`config.mk`:
```
export PLATFORM = sky130hd
export DESIGN_NAME = memory_channel_arbiter
export DESIGN_NICKNAME = d
export VERILOG_FILES = /design/src/rtl/memory_arbiter_pkg.sv /design/src/rtl/channel_request_latch.sv /design/src/rtl/memory_channel_arbiter.sv
export SDC_FILE = /design/constraint.sdc
export NUM_CORES = 1
export LEC_CHECK = 0
export ABC_AREA = 1
export CORE_ASPECT_RATIO = 0.9
export CORE_UTILIZATION = 30
export CTS_BUF_LIST = sky130_fd_sc_hd__clkbuf_16
export DETAILED_ROUTE_END_ITERATION = 8
export GPL_TIMING_DRIVEN = 0
export PLACE_DENSITY = 0.62
export SLEW_MARGIN = 40
export SYNTH_ARGS = -nofsm -noshare
export SYNTH_HDL_FRONTEND = slang
export SYNTH_SLANG_ARGS = --single-unit
```
`constraint.sdc`:
```
create_clock -name clk_i -period 2.59 [get_ports clk_i]
set_input_delay 0.777 -clock clk_i [delete_from_list [all_inputs] [get_ports clk_i]]
set_output_delay 0.777 -clock clk_i [all_outputs]
set_load 0.02 [all_outputs]
```
`src/rtl/memory_arbiter_pkg.sv`:
```
// Shared types for the memory channel arbiter: FSM states, grant owner and the
// downstream command payload.
package memory_arbiter_pkg;

    // Command register is sized for the widest supported channel configuration.
    localparam int unsigned CMD_ADDR_W = 32;
    localparam int unsigned CMD_DATA_W = 32;

    typedef enum logic [1:0] {
        IDLE,
        ISSUE,
        WAIT
    } arb_state_t;

    typedef enum logic {
        LOAD,
        STORE
    } grant_t;

    typedef struct packed {
        logic [CMD_ADDR_W-1:0] address;
        logic [CMD_DATA_W-1:0] data;
        logic                  write;
    } mem_command_t;

endpackage

```
`src/rtl/channel_request_latch.sv`:
```
// One-entry pending request holder for a single CPU-side channel; reports a
// request that arrives while the entry stays occupied.
module channel_request_latch #(
    parameter int unsigned ADDR_WIDTH = 32,
    parameter int unsigned DATA_WIDTH = 32
) (
    input  logic                  clk_i,
    input  logic                  rst_i,
    input  logic                  request_i,
    input  logic [ADDR_WIDTH-1:0] address_i,
    input  logic [DATA_WIDTH-1:0] data_i,
    input  logic                  clear_i,
    input  logic                  issue_i,
    output logic                  pending_o,
    output logic [ADDR_WIDTH-1:0] address_o,
    output logic [DATA_WIDTH-1:0] data_o,
    output logic                  overrun_c
);

    logic                  pending_q, pending_d;
    logic [ADDR_WIDTH-1:0] address_q, address_d;
    logic [DATA_WIDTH-1:0] data_q, data_d;
    logic                  kept_c;

    // Entry survives the cycle unless it is handed to the FSM or cancelled.
    always_comb begin
        kept_c    = pending_q & ~issue_i & ~clear_i;
        pending_d = kept_c | request_i;
        address_d = address_q;
        data_d    = data_q;
        overrun_c = request_i & kept_c;
        if (request_i && !kept_c) begin
            address_d = address_i;
            data_d    = data_i;
        end
    end

    always_ff @(posedge clk_i) begin
        if (rst_i) begin
            pending_q <= 1'b0;
            address_q <= '0;
            data_q    <= '0;
        end else begin
            pending_q <= pending_d;
            address_q <= address_d;
            data_q    <= data_d;
        end
    end

    assign pending_o = pending_q;
    assign address_o = address_q;
    assign data_o    = data_q;

endmodule

```
`src/rtl/memory_channel_arbiter.sv`:
```
// Round-robin arbiter sharing one memory command port between load and store
// channels. Define ARBITER_WATCHDOG_EN to abort stalled transactions.
module memory_channel_arbiter
    import memory_arbiter_pkg::*;
#(
    parameter int unsigned ADDR_WIDTH     = 32,
    parameter int unsigned DATA_WIDTH     = 32,
    parameter int unsigned TIMEOUT_CYCLES = 1024
) (
    input  logic                  clk_i,
    input  logic                  rst_i,
    input  logic                  load_request_i,
    input  logic [ADDR_WIDTH-1:0] load_address_i,
    input  logic                  load_invalidate_i,
    output logic                  load_valid_o,
    output logic [DATA_WIDTH-1:0] load_data_o,
    input  logic                  store_request_i,
    input  logic [ADDR_WIDTH-1:0] store_address_i,
    input  logic [DATA_WIDTH-1:0] store_data_i,
    output logic                  store_done_o,
    output logic                  mem_request_o,
    output logic                  mem_write_o,
    output logic [ADDR_WIDTH-1:0] mem_address_o,
    output logic [DATA_WIDTH-1:0] mem_data_o,
    input  logic                  mem_valid_i,
    input  logic [DATA_WIDTH-1:0] mem_data_i,
    input  logic                  mem_done_i,
    output logic                  overrun_o,
    output logic                  error_o
);

    logic                  load_pending, store_pending;
    logic [ADDR_WIDTH-1:0] load_address, store_address;
    logic [DATA_WIDTH-1:0] store_data, unused_load_data;
    logic                  load_overrun_c, store_overrun_c;
    logic                  load_issue_c, store_issue_c, load_clear_c;
    logic                  load_ready_c, inflight_load_c;

    arb_state_t            state_q, state_d;
    grant_t                last_grant_q, last_grant_d;
    logic                  drop_q, drop_d;
    mem_command_t          cmd_q, cmd_d;
    logic                  mem_request_q, mem_request_d;
    logic                  load_valid_q, load_valid_d;
    logic [DATA_WIDTH-1:0] load_data_q, load_data_d;
    logic                  store_done_q, store_done_d;
    logic                  overrun_q, overrun_d;

    channel_request_latch #(.ADDR_WIDTH(ADDR_WIDTH), .DATA_WIDTH(DATA_WIDTH)) u_load_latch (
        .clk_i     (clk_i),
        .rst_i     (rst_i),
        .request_i (load_request_i),
        .address_i (load_address_i),
        .data_i    ('0),
        .clear_i   (load_clear_c),
        .issue_i   (load_issue_c),
        .pending_o (load_pending),
        .address_o (load_address),
        .data_o    (unused_load_data),
        .overrun_c (load_overrun_c)
    );

    channel_request_latch #(.ADDR_WIDTH(ADDR_WIDTH), .DATA_WIDTH(DATA_WIDTH)) u_store_latch (
        .clk_i     (clk_i),
        .rst_i     (rst_i),
        .request_i (store_request_i),
        .address_i (store_address_i),
        .data_i    (store_data_i),
        .clear_i   (1'b0),
        .issue_i   (store_issue_c),
        .pending_o (store_pending),
        .address_o (store_address),
        .data_o    (store_data),
        .overrun_c (store_overrun_c)
    );

`ifdef ARBITER_WATCHDOG_EN
    localparam int unsigned WD_W = $clog2(TIMEOUT_CYCLES + 1);
    logic [WD_W-1:0] wd_q, wd_d;
    logic            error_q, error_d;
`else
    logic [31:0] unused_timeout;
    assign unused_timeout = 32'(TIMEOUT_CYCLES);
`endif

    always_comb begin
        state_d       = state_q;
        last_grant_d  = last_grant_q;
        drop_d        = drop_q;
        cmd_d         = cmd_q;
        mem_request_d = 1'b0;
        load_valid_d  = 1'b0;
        load_data_d   = load_data_q;
        store_done_d  = 1'b0;
        overrun_d     = load_overrun_c | store_overrun_c;
        load_issue_c  = 1'b0;
        store_issue_c = 1'b0;
        load_clear_c  = 1'b0;
`ifdef ARBITER_WATCHDOG_EN
        wd_d          = wd_q;
        error_d       = 1'b0;
`endif

        // Invalidate hits the in-flight load first, else the latched one.
        inflight_load_c = (state_q != IDLE) && (last_grant_q == LOAD);
        if (load_invalidate_i) begin
            if (inflight_load_c && !drop_q) begin
                drop_d = 1'b1;
            end else if (load_pending) begin
                load_clear_c = 1'b1;
            end
        end
        load_ready_c = load_pending & ~load_clear_c;

        case (state_q)
            IDLE: begin
                if (load_ready_c && (!store_pending || last_grant_q == STORE)) begin
                    load_issue_c  = 1'b1;
                    last_grant_d  = LOAD;
                    cmd_d         = '{address: CMD_ADDR_W'(load_address), data: '0, write: 1'b0};
                    mem_request_d = 1'b1;
                    state_d       = ISSUE;
                end else if (store_pending) begin
                    store_issue_c = 1'b1;
                    last_grant_d  = STORE;
                    cmd_d         = '{address: CMD_ADDR_W'(store_address),
                                      data: CMD_DATA_W'(store_data), write: 1'b1};
                    mem_request_d = 1'b1;
                    state_d       = ISSUE;
                end
            end
            ISSUE: begin
                state_d = WAIT;
`ifdef ARBITER_WATCHDOG_EN
                wd_d    = '0;
`endif
            end
            WAIT: begin
                if (last_grant_q == LOAD && mem_valid_i) begin
                    load_valid_d = ~drop_d;
                    load_data_d  = mem_data_i;
                    drop_d       = 1'b0;
                    state_d      = IDLE;
                end else if (last_grant_q == STORE && mem_done_i) begin
                    store_done_d = 1'b1;
                    state_d      = IDLE;
                end
`ifdef ARBITER_WATCHDOG_EN
                else if (wd_q == WD_W'(TIMEOUT_CYCLES - 1)) begin
                    error_d = 1'b1;
                    state_d = IDLE;
                    if (last_grant_q == LOAD) begin
                        load_valid_d = ~drop_d;
                        load_data_d  = '0;
                    end else begin
                        store_done_d = 1'b1;
                    end
                    drop_d = 1'b0;
                end else begin
                    wd_d = wd_q + WD_W'(1);
                end
`endif
            end
            default: state_d = IDLE;
        endcase
    end

    always_ff @(posedge clk_i) begin
        if (rst_i) begin
            state_q       <= IDLE;
            last_grant_q  <= STORE;
            drop_q        <= 1'b0;
            cmd_q         <= '0;
            mem_request_q <= 1'b0;
            load_valid_q  <= 1'b0;
            load_data_q   <= '0;
            store_done_q  <= 1'b0;
            overrun_q     <= 1'b0;
        end else begin
            state_q       <= state_d;
            last_grant_q  <= last_grant_d;
            drop_q        <= drop_d;
            cmd_q         <= cmd_d;
            mem_request_q <= mem_request_d;
            load_valid_q  <= load_valid_d;
            load_data_q   <= load_data_d;
            store_done_q  <= store_done_d;
            overrun_q     <= overrun_d;
        end
    end

`ifdef ARBITER_WATCHDOG_EN
    always_ff @(posedge clk_i) begin
        if (rst_i) begin
            wd_q    <= '0;
            error_q <= 1'b0;
        end else begin
            wd_q    <= wd_d;
            error_q <= error_d;
        end
    end
    assign error_o = error_q;
`else
    assign error_o = 1'b0;
`endif

    assign mem_request_o = mem_request_q;
    assign mem_write_o   = cmd_q.write;
    assign mem_address_o = ADDR_WIDTH'(cmd_q.address);
    assign mem_data_o    = DATA_WIDTH'(cmd_q.data);
    assign load_valid_o  = load_valid_q;
    assign load_data_o   = load_data_q;
    assign store_done_o  = store_done_q;
    assign overrun_o     = overrun_q;

endmodule

```
==> results by group, run 1 <==
Logic synthesis
  • Synthesized netlist cell count: 1104
  • Number of distinct library cell variants in the gate-level netlist after synthesis: 23
  • Most common flop cell mapped by yosys: dfxtp_1
  • Number of synthesized register bits: 203
  • Post-synthesis instance area: 8059 µm²
  • Mapped Avg Cell Area: 7.300 µm²
  • Post-synthesis net count: 1239
  • Proportion of synthesized flip-flops having asynchronous set or reset: 0%
  • Warnings, synthesis: 0
  • Sequential area share after synthesis: 50.43%
  • Number of enable-type register cells in the synthesized netlist: 0

GRT
  • Vias in the first global route: 7466
  • Number of antenna violations at the first check in global routing: 1
  • Total global routing track utilization: 17.83%
  • Maximum number of pins on one net before global-route repair: 14
  • Overflow after GRT: 0
  • Wire length of the first global-routing pass: 39360 µm

Clocking
  • Clk sink count: 203
  • CTS Root Cell: clkbuf_16
  • Count of instances resized after the clock tree is built: 0
  • Total setup buffers inserted after CTS: 0
  • Clock-pin slew of the registers on the worst-case setup and hold paths: 0.06 ns
  • CTS tree: built
  • Maximum level of the CTS H-tree: 1
  • Insertion delay to the later sink of the worst-skew pair: 0.50 ns
  • Hold bufs inserted after CTS: 0
  • Clock buffers created by TritonCTS: 23
  • Longest Clk Path Bufs: 3

Layout
  • Leading cell type in the layout, fill and taps excluded: clkdlybuf4s50_1
  • Highest-count cells in the layout ignoring fill and taps: clkdlybuf4s50_1, dfxtp_1, nand2_1, inv_1, a21oi_1
  • Final layout net count: 1497
  • Layout cells sized above 1: 5.301%
  • Number of non-filler instances in the completed layout: 1726
  • Final standard cell utilization of the core: 44.19%
  • Area Growth Syn to Fin: 43.70%

Pwr
  • Clock group share of total power: 41.1%
  • Cell-internal power: 5.905 mW
  • Switching Share: 26.09%
  • Part of the power in registers: 43.2%
  • Reported net switching power: 2.084 mW
  • Leak Pwr: 4.825 nW
  • Combinational fraction of design power: 15.7%
  • Max rail drop VDD: 0.2909 mV
  • Cell Pwr Density: 689.9 nW/µm²

Timing
  • Minimum setup slack in the final design: 0.2893 ns
  • Unrepaired setup endpoints after global routing: false
  • Normalized max-slew margin: 48.55%
  • Count of endpoints failing setup in the final report: 0
  • Hold Vio Cnt, Final: 0
  • Post-route fraction of the period consumed by the critical path: 88.83%
  • Final worst path period need: 2.301 ns
  • Fin. max-slew vios: 0
  • Tightest Pin Transition: 0.7717 ns
  • Fin Hold WS: 0.4458 ns
  • Achievable frequency: 434.6 MHz
  • Max Clock Skew: 0.01784 ns

Worst setup path
  • Crit-path max FO: 2
  • Critical path arrival: 1.52 ns
  • Worst path max stage delay: 0.63 ns
  • Startpoint kind of the worst setup timing path: flop
  • CP Buf/Inv Count: 1
  • Kind of cell adding the most delay to the critical path: buffers and inverters
  • Slowest cell on the critical path: clkdlybuf4s50_1
  • Critical Path End Type: output port
  • Start-to-end type of the worst setup path: reg2out
  • Worst path required time: 1.81 ns
  • Sequence of cells on the critical path: clkdlybuf4s50_1
  • Worst-case register-to-register setup slack: 0.67 ns

Route
  • Detailed-route vias per instance: 4.528
  • WL/cell: 14.46 µm
  • Final WL: 24960 µm
  • Post-route antenna net violation count: 0
  • Vias: 7816
  • Violation count after the first detailed-route iteration: 418
  • Drt pass-1 iters: 5
  • DRC: 0

Floorplanning
  • Full die area: 27520 µm²
  • Starting Density: 30.75%
  • Die Height: 157.5 µm
  • Standard-cell rows: 56
  • Die width: 174.8 µm
  • Core outline area: 26210 µm²
  • Ports: 237

Job
  • Max-cap viol count: 0

Placement
  • Global placer's final weighted congestion: 0.8200
  • Cell total after placement: 1685
  • DP HPWL: 18430 µm
  • Number of buffers inserted by port buffering: 233
  • Post-placement setup slack: -0.1189 ns

Hold path
  • Path category of the worst min-delay check: reg2reg

Outcome
  • Status: finished clean
-- area by class of cell --
| class | instances | area [µm²] |
|---|---|---|
| clock buffer | 23 | 575.6 |
| buffer | 83 | 397.9 |
| sequential | 203 | 4064 |
| multi-input combinational | 645 | 2948 |
| antenna | 1 | 2.502 |
| inverter | 173 | 649.4 |
| tap | 348 | 435.4 |
| fill | 2714 | 14620 |
| clock inverter | 17 | 176.4 |
| timing repair buffer | 233 | 2332 |
-- kinds of logic after synthesis --
family | Yosys count | synth area share [%]
buf+inv | 256 | 12.99
other cells | 1 | 0.04653
flops | 203 | 50.43
simple gates | 349 | 18.18
compound gates | 295 | 18.35
-- state kept, by name, indices dropped and copies added (netlist names), 2 cells and up --
signal                   flops
u_store_latch.data_o        32
mem_data_o                  32
load_data_o                 32
u_store_latch.address_o     32
u_load_latch.address_o      32
state_q                      2
mem_address_o               32
-- per-stage QoR --
stage / area, µm² / TNS (ns) / total power, mW
floorplan: 8059 / 0 / 4.179
global placement: 10830 / -3.533 / 4.764
detailed placement: 10830 / -2.633 / 4.778
CTS: 11580 / 0 / 8.092
global route: 11580 / 0 / 8.361
finish: 11580 / 0 / 7.989
-- per-layer routing --
layer / vias to the layer above / track usage, % / routed length [µm]
met1: 3534 / 24.12 / 11770
li1: 4023 / - / -
met2: 227 / 29.37 / 11140
met3: 32 / 3.333 / 1561
met5: - / 0 / 0
met4: 0 / 3.975 / 483
-- cell usage after synthesis (2+ instances only) --
cell type  count  area [µm²]
buf_4          3       22.52
nor2_1        68       255.2
o21ai_1        2       10.01
a21oi_1      165       825.8
buf_6          6       67.56
o21ai_0      127       635.6
nand3_1      100       500.5
dfxtp_1      203        4064
buf_2         24       120.1
clkbuf_1      40       150.1
nand4_1        2       12.51
buf_1         10       37.54
nand2_2        3       18.77
inv_1        170       638.1
clkinv_1       2       7.510
nand2_1      172       645.6
-- power by group through the flow --
stage               Combinational [mW]  Sequential, mW  Clock (mW)
finish                            1.26            3.45        3.28
global route                      1.40            3.47        3.49
CTS                               1.27            3.45        3.37
detailed placement                1.26            3.51           0
global placement                  1.25            3.51           0
floorplan                        0.589            3.59           0
-- path summary, 6_finish.rpt --
check / endpoint / depth (start not counted) / start
worst max-delay path: mem_address_o[31] / 1 / mem_address_o[31]$_SDFFE_PP0P_
worst min-delay path: u_load_latch.address_o[16]$_SDFFE_PP0P_ / 2 / u_load_latch.address_o[16]$_SDFFE_PP0P_
worst min register to register: u_load_latch.address_o[16]$_SDFFE_PP0P_ / 2 / u_load_latch.address_o[16]$_SDFFE_PP0P_
worst max register to register: load_data_o[28]$_SDFFE_PP0P_ / 6 / last_grant_q$_SDFFE_PP1P_
(Power assumes the default switching activity.)
==> run 2: changes to the inputs <==
- CORE_MARGIN: not set -> 5
==> results by group, run 2 (synthesis gave the netlist of run 1 again) <==
Outcome
  • Status: finished clean

GRT
  • Vias in the first global route: 7587 (+1.6%)
  • Wire length of the first global-routing pass: 40250 µm (+2.3%)
  • Overflow after GRT: 0 (unchanged)
  • Maximum number of pins on one net before global-route repair: 13 (-1)
  • Number of antenna violations at the first check in global routing: 0 (-1)
  • Total global routing track utilization: 16.25% (-1.6 points)

Layout
  • Final layout net count: 1497 (unchanged)
  • Fill count: 2770 (+2.1%)
  • Sequential standard cell area: 4064 µm² (unchanged)
  • Layout cells sized above 1: 4.938% (-0.36 points)
  • Final antenna diode count: 0 (-1)
  • Leading cell type in the layout, fill and taps excluded: clkdlybuf4s50_1
  • Area Growth Syn to Fin: 42.79%
  • Highest-count cells in the layout ignoring fill and taps: clkdlybuf4s50_1, dfxtp_1, inv_1, nand2_1, a21oi_1
  • Area used by multi-input combinational logic: 2948 µm² (unchanged)

Worst setup path
  • Kind of cell adding the most delay to the critical path: buffers and inverters
  • Worst path max stage delay: 0.65 ns (+0.02 ns)
  • Critical Path End Type: output port
  • Worst path required time: 1.81 ns (about the same)
  • Sequence of cells on the critical path: clkdlybuf4s50_1
  • Crit-path max FO: 2 (unchanged)
  • Start-to-end type of the worst setup path: reg2out
  • Slowest cell on the critical path: clkdlybuf4s50_1
  • Startpoint kind of the worst setup timing path: flop
  • CP Buf/Inv Count: 1 (unchanged)
  • Critical path arrival: 1.49 ns (-0.03 ns)

Placement
  • Number of buffers inserted by port buffering: 233 (unchanged)
  • Global placer's final weighted congestion: 0.8196 (about the same)
  • DP HPWL: 19340 µm (+5.0%)

Route
  • Post-route antenna net violation count: 0 (unchanged)
  • WL/cell: 14.85 µm (+2.7%)
  • Vias: 7747 (-0.88%)
  • Violation count after the first detailed-route iteration: 426 (+1.9%)
  • Final WL: 25710 µm (+3.0%)
  • Detailed-route vias per instance: 4.475 (-1.2%)
  • Drt pass-1 iters: 5 (unchanged)
  • DRC: 0 (unchanged)

Floorplanning
  • Full die area: 30250 µm² (+9.9%)
  • Die Height: 165.5 µm (+5.1%)
  • Ports: 237 (unchanged)
  • Standard-cell rows: 57 (+1.8%)
  • Starting Density: 30.13% (-0.62 points)
  • Die width: 182.8 µm (+4.6%)
  • Core outline area: 26740 µm² (+2.1%)

Clocking
  • Insertion delay to the later sink of the worst-skew pair: 0.50 ns (about the same)
  • Clock-pin slew of the registers on the worst-case setup and hold paths: 0.06 ns (about the same)
  • Total setup buffers inserted after CTS: 0 (unchanged)
  • Clock buffers created by TritonCTS: 23 (unchanged)
  • Clk sink count: 203 (unchanged)
  • Count of instances resized after the clock tree is built: 0 (unchanged)
  • CTS tree: built
  • CTS Root Cell: clkbuf_16
  • Maximum level of the CTS H-tree: 1 (unchanged)
  • Hold bufs inserted after CTS: 0 (unchanged)
  • Longest Clk Path Bufs: 3 (unchanged)

Pwr
  • Switching Share: 26.91% (+0.82 points)
  • Clock group share of total power: 38.6% (-2.5 points)
  • Total design power: 7.662 mW (-4.1%)
  • Part of the power in registers: 45.1% (+1.9 points)
  • Cell-internal power: 5.600 mW (-5.2%)
  • Cell Pwr Density: 665.8 nW/µm² (-3.5%)
  • Combinational fraction of design power: 16.3% (+0.6 points)
  • Max rail drop VDD: 0.4091 mV (+41%)
  • Reported net switching power: 2.062 mW (-1.1%)
  • Leak Pwr: 4.794 nW (-0.64%)

Timing
  • Hold Vio Cnt, Final: 0 (unchanged)
  • Tightest Pin Transition: 0.6536 ns (-0.1181 ns)
  • Max Clock Skew: 0.01032 ns (-0.007519 ns)
  • Fin Hold WS: 0.4481 ns (+0.002239 ns)
  • Final worst path period need: 2.268 ns (-0.03250 ns)
  • Count of endpoints failing setup in the final report: 0 (unchanged)
  • Post-route fraction of the period consumed by the critical path: 87.58% (-1.3 points)
  • Normalized max-slew margin: 56.42% (+7.9 points)
  • Unrepaired setup endpoints after global routing: false
  • Achievable frequency: 440.9 MHz (+1.4%)
  • Fin. max-slew vios: 0 (unchanged)

Hold path
  • Path category of the worst min-delay check: reg2reg

Job
  • Max-cap viol count: 0 (unchanged)
-- run 2: cell count changes in the layout (fill, tap and decap cells not counted), sizes merged --
cell | before | now
diode | 1 | 0
clkinvlp | 0 | 1
inv | 172 | 176
bufinv | 4 | 1
clkinv | 14 | 12
-- run 2: layout make-up --
type | count | area share [%]
Buffer | 83 | 3.458
Sequential cell | 203 | 35.32
Inverter | 173 | 5.643
Timing Repair Buffer | 233 | 20.27
Clock buffer | 23 | 5.002
Clock inverter | 17 | 0.8481
Tap cell | 354 | 3.849
Multi-Input combinational cell | 645 | 25.62
-- run 2: path summary, 6_finish.rpt --
path	start	end	slack (ns)	cells after the start
setup / recovery	mem_data_o[29]$_SDFFE_PP0P_	mem_data_o[29]	0.32	1
hold / removal	u_load_latch.address_o[10]$_SDFFE_PP0P_	u_load_latch.address_o[10]$_SDFFE_PP0P_	0.45	2
setup reg to reg	state_q[0]$_SDFFE_PP0P_	mem_address_o[6]$_SDFFE_PP0P_	0.61	11
hold reg to reg	u_load_latch.address_o[10]$_SDFFE_PP0P_	u_load_latch.address_o[10]$_SDFFE_PP0P_	0.45	2
-- run 2: power groups by stage --
stage	combinational [mW]	sequential (mW)	clock [mW]
CTS	1.27	3.45	3.05
floorplan	0.589	3.59	0
finish	1.25	3.46	2.95
detailed placement	1.26	3.52	0
global route	1.40	3.48	3.15
global placement	1.25	3.52	0
-- run 2: tightest hold or removal path: stages, from the launching register on --
cell     delay [ns]
dfxtp_1        0.29
inv_1          0.05
a21oi_1        0.05
-- run 2: per-layer routing --
layer	vias up	wire (µm)	GRT usage [%]
met5	-	0	0
li1	4014	-	-
met3	37	1360	2.825
met2	189	11520	26.44
met4	0	586	3.990
met1	3507	12240	22.53
-- run 2: through the flow --
step | setup TNS (ns) | cells | utilization (%) | setup WS (ns) | area (µm²)
6_report | 0 | 1731 | 43.03 | 0.3218 | 11510
5_1_grt | 0 | 1731 | 43.03 | 0.1257 | 11510
4_1_cts | 0 | 1731 | 43.03 | 0.2854 | 11510
3_5_place_dp | -8.003 | 1691 | 40.51 | -0.2381 | 10830
3_3_place_gp | -9.230 | 1691 | 40.51 | -0.2496 | 10830
2_1_floorplan | 0 | 1104 | - | 0.7694 | 8059
